File: src/rtl/uart_cmd_rx.sv
// uart_cmd_rx: UART receive front end plus line-command parser.
//   Deserialises RX (idle high, LSB first) and assembles lines of the form
//   <letter><hex digits>LF into a command byte and a binary argument, which
//   are presented on a valid/ready handshake.
//   Optional feature macro: UART_CMD_PARITY_EN adds one even-parity bit per frame.
// Ports:
//   clk, rst_n        clock, asynchronous active-low reset
//   RX                serial input (double-flopped internally)
//   rx_byte           last good character (unused upper bits 0)
//   rx_byte_valid     1-cycle pulse per good frame
//   cmd_valid/cmd/arg command handshake payload, held until cmd_ready
//   cmd_ready         consumer accepts the command
//   err_frame         pulse: bad stop bit or parity
//   err_syntax        pulse: bad character or too many digits
//   err_overrun       pulse: line completed while cmd_valid was held
//   busy              receiver is mid-frame
module uart_cmd_rx #(
  parameter int unsigned CLK_FREQ  = 50_000_000,
  parameter int unsigned BAUD      = 115200,
  parameter int unsigned DATA_BITS = 8,
  parameter int unsigned ARG_W     = 32
) (
  input  logic             clk,
  input  logic             rst_n,
  input  logic             RX,
  output logic [7:0]       rx_byte,
  output logic             rx_byte_valid,
  output logic             cmd_valid,
  output logic [7:0]       cmd,
  output logic [ARG_W-1:0] arg,
  input  logic             cmd_ready,
  output logic             err_frame,
  output logic             err_syntax,
  output logic             err_overrun,
  output logic             busy
);

  localparam int unsigned CLKS_PER_BIT = CLK_FREQ / BAUD;
  localparam int unsigned CNT_W        = $clog2(CLKS_PER_BIT);
  localparam int unsigned BIT_W        = $clog2(DATA_BITS + 1);
  localparam int unsigned MAX_DIGITS   = ARG_W / 4;
  localparam int unsigned DIG_W        = $clog2(MAX_DIGITS + 1);
  localparam logic [7:0]  CH_LF        = 8'h0A;
  localparam logic [7:0]  CH_CR        = 8'h0D;

  typedef enum logic [2:0] {S_IDLE, S_START, S_DATA, S_PARITY, S_STOP} rx_state_t;
  typedef enum logic {P_CMD, P_ARG} p_state_t;

  // ---------------------------------------------------------------- receiver
  logic                 r_rx_meta, r_rx_sync;
  rx_state_t            r_state, w_state_n;
  logic [CNT_W-1:0]     r_cnt, w_cnt_n;
  logic [BIT_W-1:0]     r_bit_idx, w_bit_idx_n;
  logic [DATA_BITS-1:0] r_shift, w_shift_n;
  logic                 r_need_high, w_need_high_n;
  logic                 r_par_err, w_par_err_n;
  logic [7:0]           r_rx_byte, w_rx_byte_n;
  logic                 r_rx_byte_valid, w_rx_byte_valid_n;
  logic                 r_err_frame, w_err_frame_n;
  logic                 r_busy, w_busy_n;
  logic                 w_tick;

  // Two-flop synchroniser; resets to the idle level so reset never looks like a start bit.
  always_ff @(posedge clk or negedge rst_n) begin
    if (!rst_n) begin
      r_rx_meta <= 1'b1;
      r_rx_sync <= 1'b1;
    end else begin
      r_rx_meta <= RX;
      r_rx_sync <= r_rx_meta;
    end
  end

  // Receiver next-state and registered-output logic.
  always_comb begin
    w_state_n         = r_state;
    w_cnt_n           = r_cnt;
    w_bit_idx_n       = r_bit_idx;
    w_shift_n         = r_shift;
    w_need_high_n     = r_need_high;
    w_par_err_n       = r_par_err;
    w_rx_byte_n       = r_rx_byte;
    w_rx_byte_valid_n = 1'b0;
    w_err_frame_n     = 1'b0;
    w_tick            = (r_cnt == '0);

    if (r_state != S_IDLE && !w_tick) w_cnt_n = r_cnt - CNT_W'(1);

    case (r_state)
      S_IDLE: begin
        // After a framing error the line must return high before re-arming.
        if (r_need_high) begin
          if (r_rx_sync) w_need_high_n = 1'b0;
        end else if (!r_rx_sync) begin
          w_state_n = S_START;
          w_cnt_n   = CNT_W'(CLKS_PER_BIT / 2);
        end
      end
      S_START: begin
        if (w_tick) begin
          if (r_rx_sync) begin
            w_state_n = S_IDLE;
          end else begin
            w_state_n   = S_DATA;
            w_cnt_n     = CNT_W'(CLKS_PER_BIT - 1);
            w_bit_idx_n = '0;
            w_par_err_n = 1'b0;
          end
        end
      end
      S_DATA: begin
        if (w_tick) begin
          w_shift_n = {r_rx_sync, r_shift[DATA_BITS-1:1]};
          w_cnt_n   = CNT_W'(CLKS_PER_BIT - 1);
          if (r_bit_idx == BIT_W'(DATA_BITS - 1)) begin
`ifdef UART_CMD_PARITY_EN
            w_state_n = S_PARITY;
`else
            w_state_n = S_STOP;
`endif
          end else begin
            w_bit_idx_n = r_bit_idx + BIT_W'(1);
          end
        end
      end
`ifdef UART_CMD_PARITY_EN
      S_PARITY: begin
        // Even parity: the parity bit must equal the XOR of the data bits.
        if (w_tick) begin
          w_par_err_n = r_rx_sync ^ (^r_shift);
          w_cnt_n     = CNT_W'(CLKS_PER_BIT - 1);
          w_state_n   = S_STOP;
        end
      end
`endif
      S_STOP: begin
        if (w_tick) begin
          w_state_n = S_IDLE;
          if (r_rx_sync && !r_par_err) begin
            w_rx_byte_valid_n = 1'b1;
            w_rx_byte_n       = 8'(r_shift);
          end else begin
            w_err_frame_n = 1'b1;
            w_need_high_n = !r_rx_sync;
          end
        end
      end
      default: w_state_n = S_IDLE;
    endcase

    w_busy_n = (w_state_n != S_IDLE);
  end

  // Receiver state register.
  always_ff @(posedge clk or negedge rst_n) begin
    if (!rst_n) begin
      r_state         <= S_IDLE;
      r_cnt           <= '0;
      r_bit_idx       <= '0;
      r_shift         <= '0;
      r_need_high     <= 1'b0;
      r_par_err       <= 1'b0;
      r_rx_byte       <= '0;
      r_rx_byte_valid <= 1'b0;
      r_err_frame     <= 1'b0;
      r_busy          <= 1'b0;
    end else begin
      r_state         <= w_state_n;
      r_cnt           <= w_cnt_n;
      r_bit_idx       <= w_bit_idx_n;
      r_shift         <= w_shift_n;
      r_need_high     <= w_need_high_n;
      r_par_err       <= w_par_err_n;
      r_rx_byte       <= w_rx_byte_n;
      r_rx_byte_valid <= w_rx_byte_valid_n;
      r_err_frame     <= w_err_frame_n;
      r_busy          <= w_busy_n;
    end
  end

  // ------------------------------------------------------------------ parser
  p_state_t         r_pstate, w_pstate_n;
  logic [7:0]       r_letter, w_letter_n;
  logic [ARG_W-1:0] r_acc, w_acc_n;
  logic [DIG_W-1:0] r_digits, w_digits_n;
  logic             r_discard, w_discard_n;
  logic             r_cmd_valid, w_cmd_valid_n;
  logic [7:0]       r_cmd, w_cmd_n;
  logic [ARG_W-1:0] r_arg, w_arg_n;
  logic             r_err_syntax, w_err_syntax_n;
  logic             r_err_overrun, w_err_overrun_n;
  logic [4:0]       w_hex;

  // Returns {is_hex, nibble}.
  function automatic logic [4:0] hex_decode(input logic [7:0] c);
    logic [4:0] res;
    res = '0;
    if (c >= 8'h30 && c <= 8'h39)      res = {1'b1, 4'(c - 8'h30)};
    else if (c >= 8'h41 && c <= 8'h46) res = {1'b1, 4'(c - 8'h37)};
    else if (c >= 8'h61 && c <= 8'h66) res = {1'b1, 4'(c - 8'h57)};
    return res;
  endfunction

  // Parser next-state and command-handshake logic.
  always_comb begin
    w_pstate_n      = r_pstate;
    w_letter_n      = r_letter;
    w_acc_n         = r_acc;
    w_digits_n      = r_digits;
    w_discard_n     = r_discard;
    w_cmd_valid_n   = r_cmd_valid;
    w_cmd_n         = r_cmd;
    w_arg_n         = r_arg;
    w_err_syntax_n  = 1'b0;
    w_err_overrun_n = 1'b0;
    w_hex           = hex_decode(r_rx_byte);

    // Handshake is resolved first so a same-cycle LF can reload the slot.
    if (r_cmd_valid && cmd_ready) w_cmd_valid_n = 1'b0;

    if (r_rx_byte_valid) begin
      case (r_pstate)
        P_CMD: begin
          if (r_rx_byte != CH_LF && r_rx_byte != CH_CR) begin
            w_letter_n  = r_rx_byte;
            w_acc_n     = '0;
            w_digits_n  = '0;
            w_discard_n = 1'b0;
            w_pstate_n  = P_ARG;
          end
        end
        P_ARG: begin
          if (r_rx_byte == CH_LF) begin
            w_pstate_n  = P_CMD;
            w_discard_n = 1'b0;
            if (!r_discard) begin
              if (!w_cmd_valid_n) begin
                w_cmd_valid_n = 1'b1;
                w_cmd_n       = r_letter;
                w_arg_n       = r_acc;
              end else begin
                w_err_overrun_n = 1'b1;
              end
            end
          end else if (r_discard || r_rx_byte == CH_CR) begin
            w_discard_n = r_discard;
          end else if (w_hex[4] && r_digits != DIG_W'(MAX_DIGITS)) begin
            w_acc_n    = (r_acc << 4) | ARG_W'(w_hex[3:0]);
            w_digits_n = r_digits + DIG_W'(1);
          end else begin
            w_err_syntax_n = 1'b1;
            w_discard_n    = 1'b1;
          end
        end
        default: w_pstate_n = P_CMD;
      endcase
    end
  end

  // Parser state register.
  always_ff @(posedge clk or negedge rst_n) begin
    if (!rst_n) begin
      r_pstate      <= P_CMD;
      r_letter      <= '0;
      r_acc         <= '0;
      r_digits      <= '0;
      r_discard     <= 1'b0;
      r_cmd_valid   <= 1'b0;
      r_cmd         <= '0;
      r_arg         <= '0;
      r_err_syntax  <= 1'b0;
      r_err_overrun <= 1'b0;
    end else begin
      r_pstate      <= w_pstate_n;
      r_letter      <= w_letter_n;
      r_acc         <= w_acc_n;
      r_digits      <= w_digits_n;
      r_discard     <= w_discard_n;
      r_cmd_valid   <= w_cmd_valid_n;
      r_cmd         <= w_cmd_n;
      r_arg         <= w_arg_n;
      r_err_syntax  <= w_err_syntax_n;
      r_err_overrun <= w_err_overrun_n;
    end
  end

  assign rx_byte       = r_rx_byte;
  assign rx_byte_valid = r_rx_byte_valid;
  assign cmd_valid     = r_cmd_valid;
  assign cmd           = r_cmd;
  assign arg           = r_arg;
  assign err_frame     = r_err_frame;
  assign err_syntax    = r_err_syntax;
  assign err_overrun   = r_err_overrun;
  assign busy          = r_busy;

endmodule

File: config.mk
export PLATFORM = sky130hd
export DESIGN_NAME = uart_cmd_rx
export DESIGN_NICKNAME = d
export VERILOG_FILES = /design/src/rtl/uart_cmd_rx.sv
export SDC_FILE = /design/constraint.sdc
export NUM_CORES = 1
export LEC_CHECK = 0
export BUFFER_PORTS_ARGS = -buffer_cell sky130_fd_sc_hd__buf_2
export CORE_MARGIN = 2
export CORE_UTILIZATION = 60
export DETAILED_ROUTE_END_ITERATION = 7
export GPL_TIMING_DRIVEN = 1
export PLACE_DENSITY = 0.92
export SKIP_CTS_REPAIR_TIMING = 1
export SYNTH_ARGS = -nofsm -noshare
export SYNTH_HDL_FRONTEND = slang
export SYNTH_SLANG_ARGS = --single-unit
File: constraint.sdc
create_clock -name clk -period 4.6 [get_ports clk]
set_input_delay 0.23 -clock clk [delete_from_list [all_inputs] [get_ports clk]]
set_output_delay 0.23 -clock clk [all_outputs]
set_load 0.02 [all_outputs]
==> results by group, run 1 <==
Run status
  • Outcome: complete, no violations

Finish
  • Multi-input logic area: 2310 µm²
  • # fillers: 572
  • Fraction of layout cells with a size suffix above 1: 23.6%
  • # nets final: 552
  • Synthesis-to-layout area growth: 16.8%
  • Antenna Cells: 0
  • Sequential cell area: 3180 µm²

Min path
  • Hold_sp: cmd_ready
  • Min-Delay Path Class: input pin to flop

Global routing
  • Total gr overflow: 0
  • Total GRT Usage: 26.2%
  • Largest net degree at the start of global routing: 81
  • First-pass GRT wire length: 20.5 mm
  • Initial antenna violation count: 0
  • Vias in the first global route: 4,035

Timing
  • Worst-Margin Slew: 1.32 ns
  • RSZ-0062 raised after global routing: false
  • WHS: 0.0678 ns
  • Final Critical Period: 2.92 ns
  • Setup Viol. Count Final: 0
  • Rel. slew slack: 11.5%
  • Setup TNS Final: 0 ns
  • Peak Freq: 342 MHz
  • Final hold violation count: 0
  • Max Slew Vio Count: 0
  • Setup Skew: 0.00573 ns
  • Final cycle utilization of the critical path: 63.5%

Synth
  • Synth area leader: dfrtp_1
  • Number of synthesized flops with an enable pin: 0
  • Area of the mapped netlist: 5660 µm²
  • Top cells by area, synth: dfrtp_1 (55%), mux2_1 (8.8%), nand2_1 (6.4%)
  • Xor/xnor share of the synthesized area: 0.929%
  • Post-synth top cells: dfrtp_1 (125), nand2_1 (97), mux2_1 (44)
  • Largest family of logic cells by synthesized area: multiplexers
  • Count leader, synth: dfrtp_1
  • Number of warnings issued by yosys: 0
  • Avg Cell Area, Syn: 11.8 µm²
  • Synth Flop Type: dfrtp_1
  • Syn Inst Count: 479
  • Multiplexer share of the synthesized area: 17.5%
  • Synth Area in Simple Gates: 14.0%
  • Yosys cell types: 61
  • Syn nets: 492
  • Asr flop ratio synth: 100%
  • Adder-cell share of the synthesized area: 1.99%
  • Synth Area in Compound Gates: 6.32%
  • Seq/Total Area, Yosys: 56.2%
  • Top cell type's share of synthesized area: 55.3%
  • #FFs+latches synth: 127

Setup path
  • Crit Reg-Reg Startpoint: r_cnt[0]
  • Req. time, crit path: 5.00 ns
  • CP Data Arrival Time: 3.32 ns
  • Critical path startpoint: r_cnt[0]
  • Crit path max fanout: 11
  • Startpoint Class: flop
  • Setup crit end kind: flop
  • CP Class: flop to flop

Detailed routing
  • Routed len/inst: 18.5 µm
  • Initial DRC Count: 260
  • 1st-pass router iterations: 5
  • Via density: 5.96
  • Via Count: 3,954
  • Final ANT Viol Nets: 0
  • Post-Route WL: 12.3 mm
  • Post-route DRC: 0

Floorplan
  • Core outline area: 9200 µm²
  • Row count: 35
  • Die span in x: 101 µm
  • Die Ht: 101 µm
  • DIE AREA: 10,200 µm²
  • I/O Pins: 58
  • Initial Util: 61.5%

Clock network
  • CTS tree: yes
  • Latest clock arrival within the worst-skew pair: 0.52 ns
  • CTS HTree Levels: 4
  • Root buf cell: clkbuf_8
  • Worst-path clk slew: 0.06 ns
  • CTS buffer count: 17
  • Clock buffer depth: 2
  • Sink Count: 127

Power and ir drop
  • Clock share of power: 53.9%
  • Logic gate share of total power: 1.1%
  • Internal power: 1.95 mW
  • Sequential Power Share: 45.0%
  • Sw power: 0.534 mW
  • LEAKAGE: 3.49 nW
  • Switch share: 21.5%
  • Worst vdd ir: 0.000244 V
  • PwrDens: 376 nW/µm²

Placement
  • Hpwl dp: 7.35 mm
  • Placer congestion estimate: 0.833
  • I/O Buffers: 57

Run
  • MaxCap Viol Count: 0
[registers in the layout, summed over array words and instances, names as in the netlist]
| signal | cells |
|---|---|
| cmd | 8 |
| r_rx_meta | 1 |
| err_frame | 1 |
| r_need_high | 1 |
| r_cnt | 9 |
| r_letter | 8 |
| r_discard | 1 |
| err_syntax | 1 |
| r_bit_idx | 4 |
| r_rx_sync | 1 |
| r_shift | 8 |
| err_overrun | 1 |
| arg | 32 |
| rx_byte | 8 |
| r_acc | 32 |
| busy | 1 |
| r_state | 3 |
| rx_byte_valid | 1 |
| cmd_valid | 1 |
| r_digits | 4 |
| r_pstate | 1 |
[metrics by stage]
step	instances	area [µm²]	util [%]	setup WS, ns	total power [mW]
3_3_place_gp	629	5990	65.2	1.95	1.17
5_1_grt	663	6610	71.9	1.52	2.56
3_5_place_dp	629	5990	65.2	1.83	1.17
4_1_cts	661	6590	71.7	1.70	2.50
2_1_floorplan	479	5660	-	2.44	1.14
6_report	663	6610	71.9	1.68	2.49
[layout by cell type, fill, tap and decap left out, types with 3 or more instances in the layout]
cell        Yosys  routed
o21ai_0        15      15
xor2_1          4       4
buf_4           0       5
bufinv_16       0       3
or3b_2          3       3
nand3_1         7       6
a21oi_1        10      10
buf_2           7      56
clkinvlp_4      0       4
ha_1            9       9
o31ai_1         3       3
clkinv_4        0       4
and3_1          3       3
nor2_1         17      17
clkbuf_16       0      16
mux2i_1        29      29
mux2_2         17      17
mux2_1         44      44
inv_1          11      11
inv_6           0       3
dfrtp_1       125     125
nand2b_1        4       4
nand2_1        97      97
nor3_1          5       5
[layer usage]
| metal | wire (µm) | track usage (%) | vias up |
|---|---|---|---|
| met5 | 0 | 0 | - |
| li1 | - | - | 1788 |
| met1 | 4980 | 32.5 | 1987 |
| met4 | 267 | 10.8 | 0 |
| met2 | 6350 | 44.0 | 151 |
| met3 | 687 | 6.59 | 28 |
[cell type report]
class                      instances  share of cell area (%)
clock inverter                    15                    2.82
timing repair buffer              63                    5.11
inverter                          12                   0.681
sequential                       127                    48.1
tap                              111                    2.10
multi-input combinational        318                    34.9
clock buffer                      17                    6.26
[worst max-delay path, cell delays in order (launching register included)]
cell and delay [ns]:
dfrtp_1 0.41, inv_1 0.11, ha_1 0.17, nor4b_2 0.33
nand2_1 0.26, nor3_1 1.09, mux2_2 0.44
[final timing paths]
check                               to  slack (ns)  depth (start not counted)
setup / recovery            rx_byte[5]        1.68                          6
hold / removal             err_overrun        0.07                          3
setup reg to reg            rx_byte[5]        1.68                          6
hold reg to reg              r_rx_sync        0.36                          0
max in group asynchronous       arg[7]        2.99                          3
min in group asynchronous       cmd[5]        0.41                          2
[cell families after synthesis]
group,after synthesis
simple gates,160
flops,127
mux,91
compound gates,52
buf+inv,34
fa+ha+maj,9
xor+xnor,6
[power by group through the flow]
stage          clock network, mW  logic (mW)  registers, mW
2_1_floorplan                  0     0.00319           1.14
3_3_place_gp                   0      0.0260           1.14
3_5_place_dp                   0      0.0266           1.14
4_1_cts                     1.35      0.0267           1.12
5_1_grt                     1.40      0.0320           1.12
6_report                    1.34      0.0264           1.12
(Power assumes the default switching activity.)
==> inputs of run 2 (changes only) <==
--- a/config.mk
+++ b/config.mk
@@ -7,10 +7,10 @@
 export LEC_CHECK = 0
 export BUFFER_PORTS_ARGS = -buffer_cell sky130_fd_sc_hd__buf_2
 export CORE_MARGIN = 2
-export CORE_UTILIZATION = 60
+export CORE_UTILIZATION = 59
 export DETAILED_ROUTE_END_ITERATION = 7
 export GPL_TIMING_DRIVEN = 1
-export PLACE_DENSITY = 0.92
+export PLACE_DENSITY = 0.91
 export SKIP_CTS_REPAIR_TIMING = 1
 export SYNTH_ARGS = -nofsm -noshare
 export SYNTH_HDL_FRONTEND = slang
==> constraint.sdc (replaced) <==
create_clock -name clk -period 2.85 [get_ports clk]
set_input_delay 0.1425 -clock clk [delete_from_list [all_inputs] [get_ports clk]]
set_output_delay 0.1425 -clock clk [all_outputs]
set_load 0.02 [all_outputs]
==> run 2 against run 1 <==
  * Critical path depth up 2
  * Setup slack worse by 1.3 ns
  * Clock-buffer cell count unchanged
  * Via count down 1.1%
  * Flip-flop and latch count unchanged
  * Utilization up 0.24 points
  * Sequential share of layout area down 0.61 points
  * Worst hold slack better by 0.20 ns
  * First-iteration DRC count down 15%
  * Fmax up 20%
  * Non-clock buffer count up 5
  * Largest cell class unchanged
  * Highest routed layer unchanged
==> results by group, run 2 (synthesized netlist as in run 1, its figures left out) <==
Run status
  • Outcome: complete, no violations (unchanged)

Timing
  • Rel. slew slack: 44.8% (was 11.5%)
  • Setup Skew: 0.00562 ns (was 0.00573 ns)
  • Final hold violation count: 0 (unchanged)
  • Max Slew Vio Count: 0 (unchanged)
  • Worst-Margin Slew: 0.828 ns (was 1.32 ns)
  • Setup TNS Final: 0 ns (unchanged)
  • WHS: 0.268 ns (was 0.0678 ns)
  • Final Critical Period: 2.42 ns (was 2.92 ns)
  • RSZ-0062 raised after global routing: false (unchanged)
  • Peak Freq: 412 MHz (was 342 MHz)
  • Setup Viol. Count Final: 0 (unchanged)
  • Final cycle utilization of the critical path: 85.1% (was 63.5%)

Power and ir drop
  • Logic gate share of total power: 1.2% (was 1.1%)
  • Sequential Power Share: 44.2% (was 45.0%)
  • Power Total: 4.09 mW (was 2.49 mW)
  • Switch share: 22.2% (was 21.5%)
  • LEAKAGE: 3.54 nW (was 3.49 nW)
  • Sw power: 0.907 mW (was 0.534 mW)
  • PwrDens: 610 nW/µm² (was 376 nW/µm²)
  • Clock share of power: 54.6% (was 53.9%)
  • Worst vdd ir: 0.000375 V (was 0.000244 V)
  • Internal power: 3.18 mW (was 1.95 mW)

Floorplan
  • Initial Util: 61.0% (was 61.5%)
  • Row count: 35 (unchanged)
  • Core outline area: 9280 µm² (was 9200 µm²)
  • I/O Pins: 58 (unchanged)
  • Die span in x: 102 µm (was 101 µm)
  • Die Ht: 102 µm (was 101 µm)
  • DIE AREA: 10,400 µm² (was 10,200 µm²)

Placement
  • Placer congestion estimate: 0.866 (was 0.833)
  • Placed cells: 651 (was 629)
  • Hpwl dp: 7.33 mm (was 7.35 mm)
  • I/O Buffers: 57 (unchanged)

Global routing
  • Initial antenna violation count: 0 (unchanged)
  • Vias in the first global route: 4,037 (was 4,035)
  • GRT busiest layer: met2 (unchanged)
  • Largest net degree at the start of global routing: 67 (was 81)
  • First-pass GRT wire length: 19.6 mm (was 20.5 mm)
  • Total GRT Usage: 24.5% (was 26.2%)
  • Met1 Usage GRT: 30.1% (was 32.5%)
  • Total gr overflow: 0 (unchanged)
  • Met2 usage: 41.6% (was 44.0%)
  • M3 GR Usage: 6.43% (was 6.59%)

Setup path
  • Crit path max fanout: 32 (was 11)
  • CP Data Arrival Time: 2.85 ns (was 3.32 ns)
  • CP Class: flop to flop (unchanged)
  • Setup crit end kind: flop (unchanged)
  • Startpoint Class: flop (unchanged)
  • Req. time, crit path: 3.27 ns (was 5.00 ns)

Clock network
  • Clock buffer depth: 2 (unchanged)
  • CTS tree: yes (unchanged)
  • CTS HTree Levels: 4 (unchanged)
  • Worst-path clk slew: 0.06 ns (about the same)
  • Root buf cell: clkbuf_8 (unchanged)
  • CTS buffer count: 17 (unchanged)
  • Latest clock arrival within the worst-skew pair: 0.52 ns (about the same)
  • Sink Count: 127 (unchanged)

Detailed routing
  • Final ANT Viol Nets: 0 (unchanged)
  • Post-route DRC: 0 (unchanged)
  • Routed len/inst: 17.2 µm (was 18.5 µm)
  • Via Count: 3,910 (was 3,954)
  • Initial DRC Count: 222 (was 260)
  • 1st-pass router iterations: 5 (unchanged)
  • Via density: 5.70 (was 5.96)
  • Post-Route WL: 11.8 mm (was 12.3 mm)

Run
  • MaxCap Viol Count: 0 (unchanged)

Finish
  • Non-Filler Instances: 686 (was 663)
  • Most frequent cells in the layout: dfrtp_1 (125), nand2_1 (97), buf_2 (56) (unchanged)
  • Antenna Cells: 0 (unchanged)
  • Most common cell after layout, fill and taps aside: dfrtp_1 (unchanged)
  • Synthesis-to-layout area growth: 18.4% (was 16.8%)
  • Fraction of layout cells with a size suffix above 1: 24.2% (was 23.6%)
  • # nets final: 557 (was 552)

Min path
  • Min-Delay Path Class: input pin to asynchronous set/reset pin (was input pin to flop)
## run 2: worst paths after layout
check                      cells after the start           to        from  slack [ns]
setup / recovery                               8  r_digits[2]  rx_byte[1]        0.43
hold / removal                                 2      arg[29]       rst_n        0.27
setup reg to reg                               8  r_digits[2]  rx_byte[1]        0.43
hold reg to reg                                0    r_rx_sync   r_rx_meta        0.36
max in group asynchronous                      3       arg[3]       rst_n        1.77
min in group clk                               2    r_rx_meta          RX        0.29
## run 2: layer usage
metal / vias to the layer above / wire length [µm] / part of all wire (%)
met4: 0 / 256 / 2.2
met5: - / 0 / 0
met1: 1947 / 4840 / 41
li1: 1794 / - / -
met3: 27 / 629 / 5.3
met2: 142 / 6080 / 51
## run 2: area by class of cell
type                            instances  area, µm²
Fill cell                             593       2590
Clock buffer                           17        414
Multi-Input combinational cell        318       2310
Sequential cell                       127       3180
Tap cell                              129        161
Timing Repair Buffer                   68        390
Clock inverter                         15        196
Inverter                               12       45.0
## run 2: metrics by stage
stage | util (%) | worst slack [ns] | area [µm²]
after floorplan | - | 0.694 | 5660
after global placement | 65.2 | 0.617 | 6060
after detailed placement | 65.2 | 0.463 | 6060
after CTS | 71.8 | 0.447 | 6670
after global routing | 72.1 | 0.249 | 6700
final | 72.1 | 0.426 | 6700
## run 2: power groups by stage
stage                     Clock, mW  Sequential, mW  Combinational, mW
after floorplan                   0            1.84            0.00515
after global placement            0            1.84             0.0447
after detailed placement          0            1.84             0.0465
after CTS                      2.25            1.81             0.0468
after global routing           2.34            1.81             0.0561
final                          2.23            1.81             0.0477
## run 2: critical path, stage by stage (launching register included)
cell and delay, ns:
dfrtp_1 0.44, inv_1 0.16, ha_1 0.30, mux2_4 0.20, nand3_2 0.10, nand2_1 0.35
buf_4 0.41, o311ai_0 0.26, o31ai_1 0.12
==> inputs of run 3 (changes only) <==
--- a/config.mk
+++ b/config.mk
@@ -6,11 +6,11 @@
 export NUM_CORES = 1
 export LEC_CHECK = 0
 export BUFFER_PORTS_ARGS = -buffer_cell sky130_fd_sc_hd__buf_2
-export CORE_MARGIN = 2
-export CORE_UTILIZATION = 59
+export CORE_MARGIN = 3
+export CORE_UTILIZATION = 50
 export DETAILED_ROUTE_END_ITERATION = 7
 export GPL_TIMING_DRIVEN = 1
-export PLACE_DENSITY = 0.91
+export PLACE_DENSITY = 0.8
 export SKIP_CTS_REPAIR_TIMING = 1
 export SYNTH_ARGS = -nofsm -noshare
 export SYNTH_HDL_FRONTEND = slang
==> run 3 against run 2 <==
  * Critical path depth is the same
  * Clock skew up 0.0011 ns
  * Via count decreased by 3.3%
  * Non-clock buffer count is 1 lower
  * Critical path type unchanged
  * Global-route usage is 6.3 points lower
  * First-iteration DRC count down 5.0%
==> results by group, run 3 (synthesized netlist as in run 1, its figures left out) <==
Setup path
  • Critical path's top delay family: compound AO/OA/AOI/OAI gates (was buffers and inverters)
  • CP cell instances: inv_1 -> ha_1 -> inv_1 -> o311a_1 -> o22ai_2 -> or2_2 -> buf_12 -> mux2i_1 (was inv_1 -> ha_1 -> mux2_4 -> nand3_2 -> nand2_1 -> buf_4 -> o311ai_0 -> o31ai_1)
  • Critical path buffer and inverter count: 3 (was 2)
  • CP Class: flop to flop (unchanged)
  • Req. time, crit path: 3.18 ns (was 3.27 ns)
  • Crit Reg-Reg Startpoint: rx_byte[0] (was rx_byte[1])
  • CP Data Arrival Time: 2.75 ns (was 2.85 ns)
  • Critical path startpoint: rx_byte[0] (was rx_byte[1])
  • Crit path max fanout: 20 (was 32)
  • Setup crit end kind: flop (unchanged)
  • Crit-path max cell delay: 0.43 ns (was 0.44 ns)
  • Startpoint Class: flop (unchanged)
  • CP max-delay cell: dfrtp_1 (unchanged)
  • Crit-path most repeated cell: inv_1

Placement
  • DP Worst Slack: 0.436 ns (was 0.463 ns)
  • I/O Buffers: 57 (unchanged)
  • Placer congestion estimate: 0.873 (was 0.866)
  • Hpwl dp: 7.33 mm (about the same)

Timing
  • Worst-Margin Slew: 0.725 ns (was 0.828 ns)
  • Setup Viol. Count Final: 0 (unchanged)
  • Max Slew Vio Count: 0 (unchanged)
  • Setup TNS Final: 0 ns (unchanged)
  • Final hold violation count: 0 (unchanged)
  • Final cycle utilization of the critical path: 85.0% (was 85.1%)
  • Final worst setup slack: 0.427 ns (was 0.426 ns)
  • RSZ-0062 raised after global routing: false (unchanged)
  • Rel. slew slack: 51.0% (was 44.8%)
  • Setup Skew: 0.00670 ns (was 0.00562 ns)
  • Final Critical Period: 2.42 ns (about the same)
  • Peak Freq: 413 MHz (was 412 MHz)

Detailed routing
  • Initial DRC Count: 211 (was 222)
  • Post-route DRC: 0 (unchanged)
  • Via Count: 3,780 (was 3,910)
  • Via density: 5.43 (was 5.70)
  • Routed len/inst: 15.5 µm (was 17.2 µm)
  • 1st-pass router iterations: 6 (was 5)
  • Post-Route WL: 10.8 mm (was 11.8 mm)
  • Final ANT Viol Nets: 0 (unchanged)

Clock network
  • Worst-path clk slew: 0.05 ns (was 0.06 ns)
  • CTS HTree Levels: 4 (unchanged)
  • CTS buffer count: 17 (unchanged)
  • Sink Count: 127 (unchanged)
  • Latest clock arrival within the worst-skew pair: 0.41 ns (was 0.52 ns)
  • Clock buffer depth: 2 (unchanged)
  • CTS tree: yes (unchanged)
  • Root buf cell: clkbuf_16 (was clkbuf_8)

Global routing
  • First-pass GRT wire length: 18.5 mm (was 19.6 mm)
  • Initial antenna violation count: 0 (unchanged)
  • Vias in the first global route: 3,821 (was 4,037)
  • Total GRT Usage: 18.2% (was 24.5%)
  • Largest net degree at the start of global routing: 55 (was 67)
  • Total gr overflow: 0 (unchanged)

Finish
  • Most common cell after layout, fill and taps aside: dfrtp_1 (unchanged)
  • Fraction of layout cells with a size suffix above 1: 24.3% (was 24.2%)
  • Most frequent cells in the layout: dfrtp_1 (125), nand2_1 (97), buf_2 (56) (unchanged)
  • # nets final: 556 (was 557)
  • Sequential cell area: 3180 µm² (unchanged)
  • Multi-input logic area: 2310 µm² (unchanged)
  • Antenna Cells: 0 (unchanged)
  • Synthesis-to-layout area growth: 19.0% (was 18.4%)
  • # fillers: 833 (was 593)

Power and ir drop
  • Sequential Power Share: 43.9% (was 44.2%)
  • Worst vdd ir: 0.000329 V (was 0.000375 V)
  • Clock share of power: 55.0% (was 54.6%)
  • Internal power: 3.30 mW (was 3.18 mW)
  • PwrDens: 612 nW/µm² (was 610 nW/µm²)
  • Switch share: 19.9% (was 22.2%)
  • Sw power: 0.819 mW (was 0.907 mW)
  • Logic gate share of total power: 1.1% (was 1.2%)
  • LEAKAGE: 3.55 nW (was 3.54 nW)

Floorplan
  • Die Ht: 112 µm (was 102 µm)
  • DIE AREA: 12,600 µm² (was 10,400 µm²)
  • Initial Util: 51.8% (was 61.0%)
  • Core outline area: 10,900 µm² (was 9280 µm²)
  • I/O Pins: 58 (unchanged)
  • Row count: 38 (was 35)
  • Die span in x: 112 µm (was 102 µm)

Min path
  • Min-Delay Path Class: input pin to flop (was input pin to asynchronous set/reset pin)
  • Hold_sp: cmd_ready

Run status
  • Outcome: complete, no violations (unchanged)

Run
  • MaxCap Viol Count: 0 (unchanged)
## run 3: cell count changes in the layout (fill, tap and decap cells not counted), sizes merged
cell / before / now
bufinv: 3 / 4
clkbuf: 17 / 18
clkinv: 2 / 7
clkinvlp: 1 / 2
dlygate4sd3: 3 / 2
inv: 21 / 13
## run 3: final timing paths
kind	end	slack, ns	depth (start not counted)
setup / recovery	r_acc[16]	0.43	8
hold / removal	err_overrun	0.08	3
setup reg to reg	r_acc[16]	0.43	8
hold reg to reg	r_rx_sync	0.36	0
max in group asynchronous	r_acc[10]	1.74	3
min in group asynchronous	arg[29]	0.32	2
## run 3: per-stage QoR
stage | hold WS (ns) | std cells | cell area (µm²) | utilization [%] | power (mW)
2_1_floorplan | -0.153 | 479 | 5660 | - | 1.84
3_3_place_gp | 0.225 | 662 | 6080 | 55.6 | 1.89
3_5_place_dp | 0.242 | 662 | 6080 | 55.6 | 1.89
4_1_cts | -0.199 | 694 | 6710 | 61.4 | 4.16
5_1_grt | 0.0984 | 696 | 6730 | 61.6 | 4.26
6_report | 0.0793 | 696 | 6730 | 61.6 | 4.12
## run 3: layer usage
metal	share of wire, %	GRT usage, %	vias to the layer above	wire, µm
met3	4.6	6.42	19	497
met5	0	0	-	0
met1	43	22.4	1905	4600
met2	51	30.2	75	5520
li1	-	-	1781	-
met4	1.6	6.09	0	175
## run 3: area by class of cell
type                            instances  share of cell area [%]
Timing Repair Buffer                   67                    5.84
Clock inverter                         14                    2.82
Tap cell                              140                    2.60
Sequential cell                       127                    47.2
Inverter                               12                   0.669
Clock buffer                           18                    6.52
Multi-Input combinational cell        318                    34.3
## run 3: worst register-to-register path: stages, from the launching register on
cell and delay (ns):
dfrtp_1 0.43, inv_1 0.18, ha_1 0.25, inv_1 0.06, o311a_1 0.31, o22ai_2 0.25
or2_2 0.42, buf_12 0.24, mux2i_1 0.22
## run 3: power by group through the flow
stage | clock [mW] | sequential [mW] | combinational, mW
2_1_floorplan | 0 | 1.84 | 0.00515
3_3_place_gp | 0 | 1.84 | 0.0457
3_5_place_dp | 0 | 1.84 | 0.0473
4_1_cts | 2.31 | 1.81 | 0.0473
5_1_grt | 2.40 | 1.81 | 0.0551
6_report | 2.26 | 1.81 | 0.0461
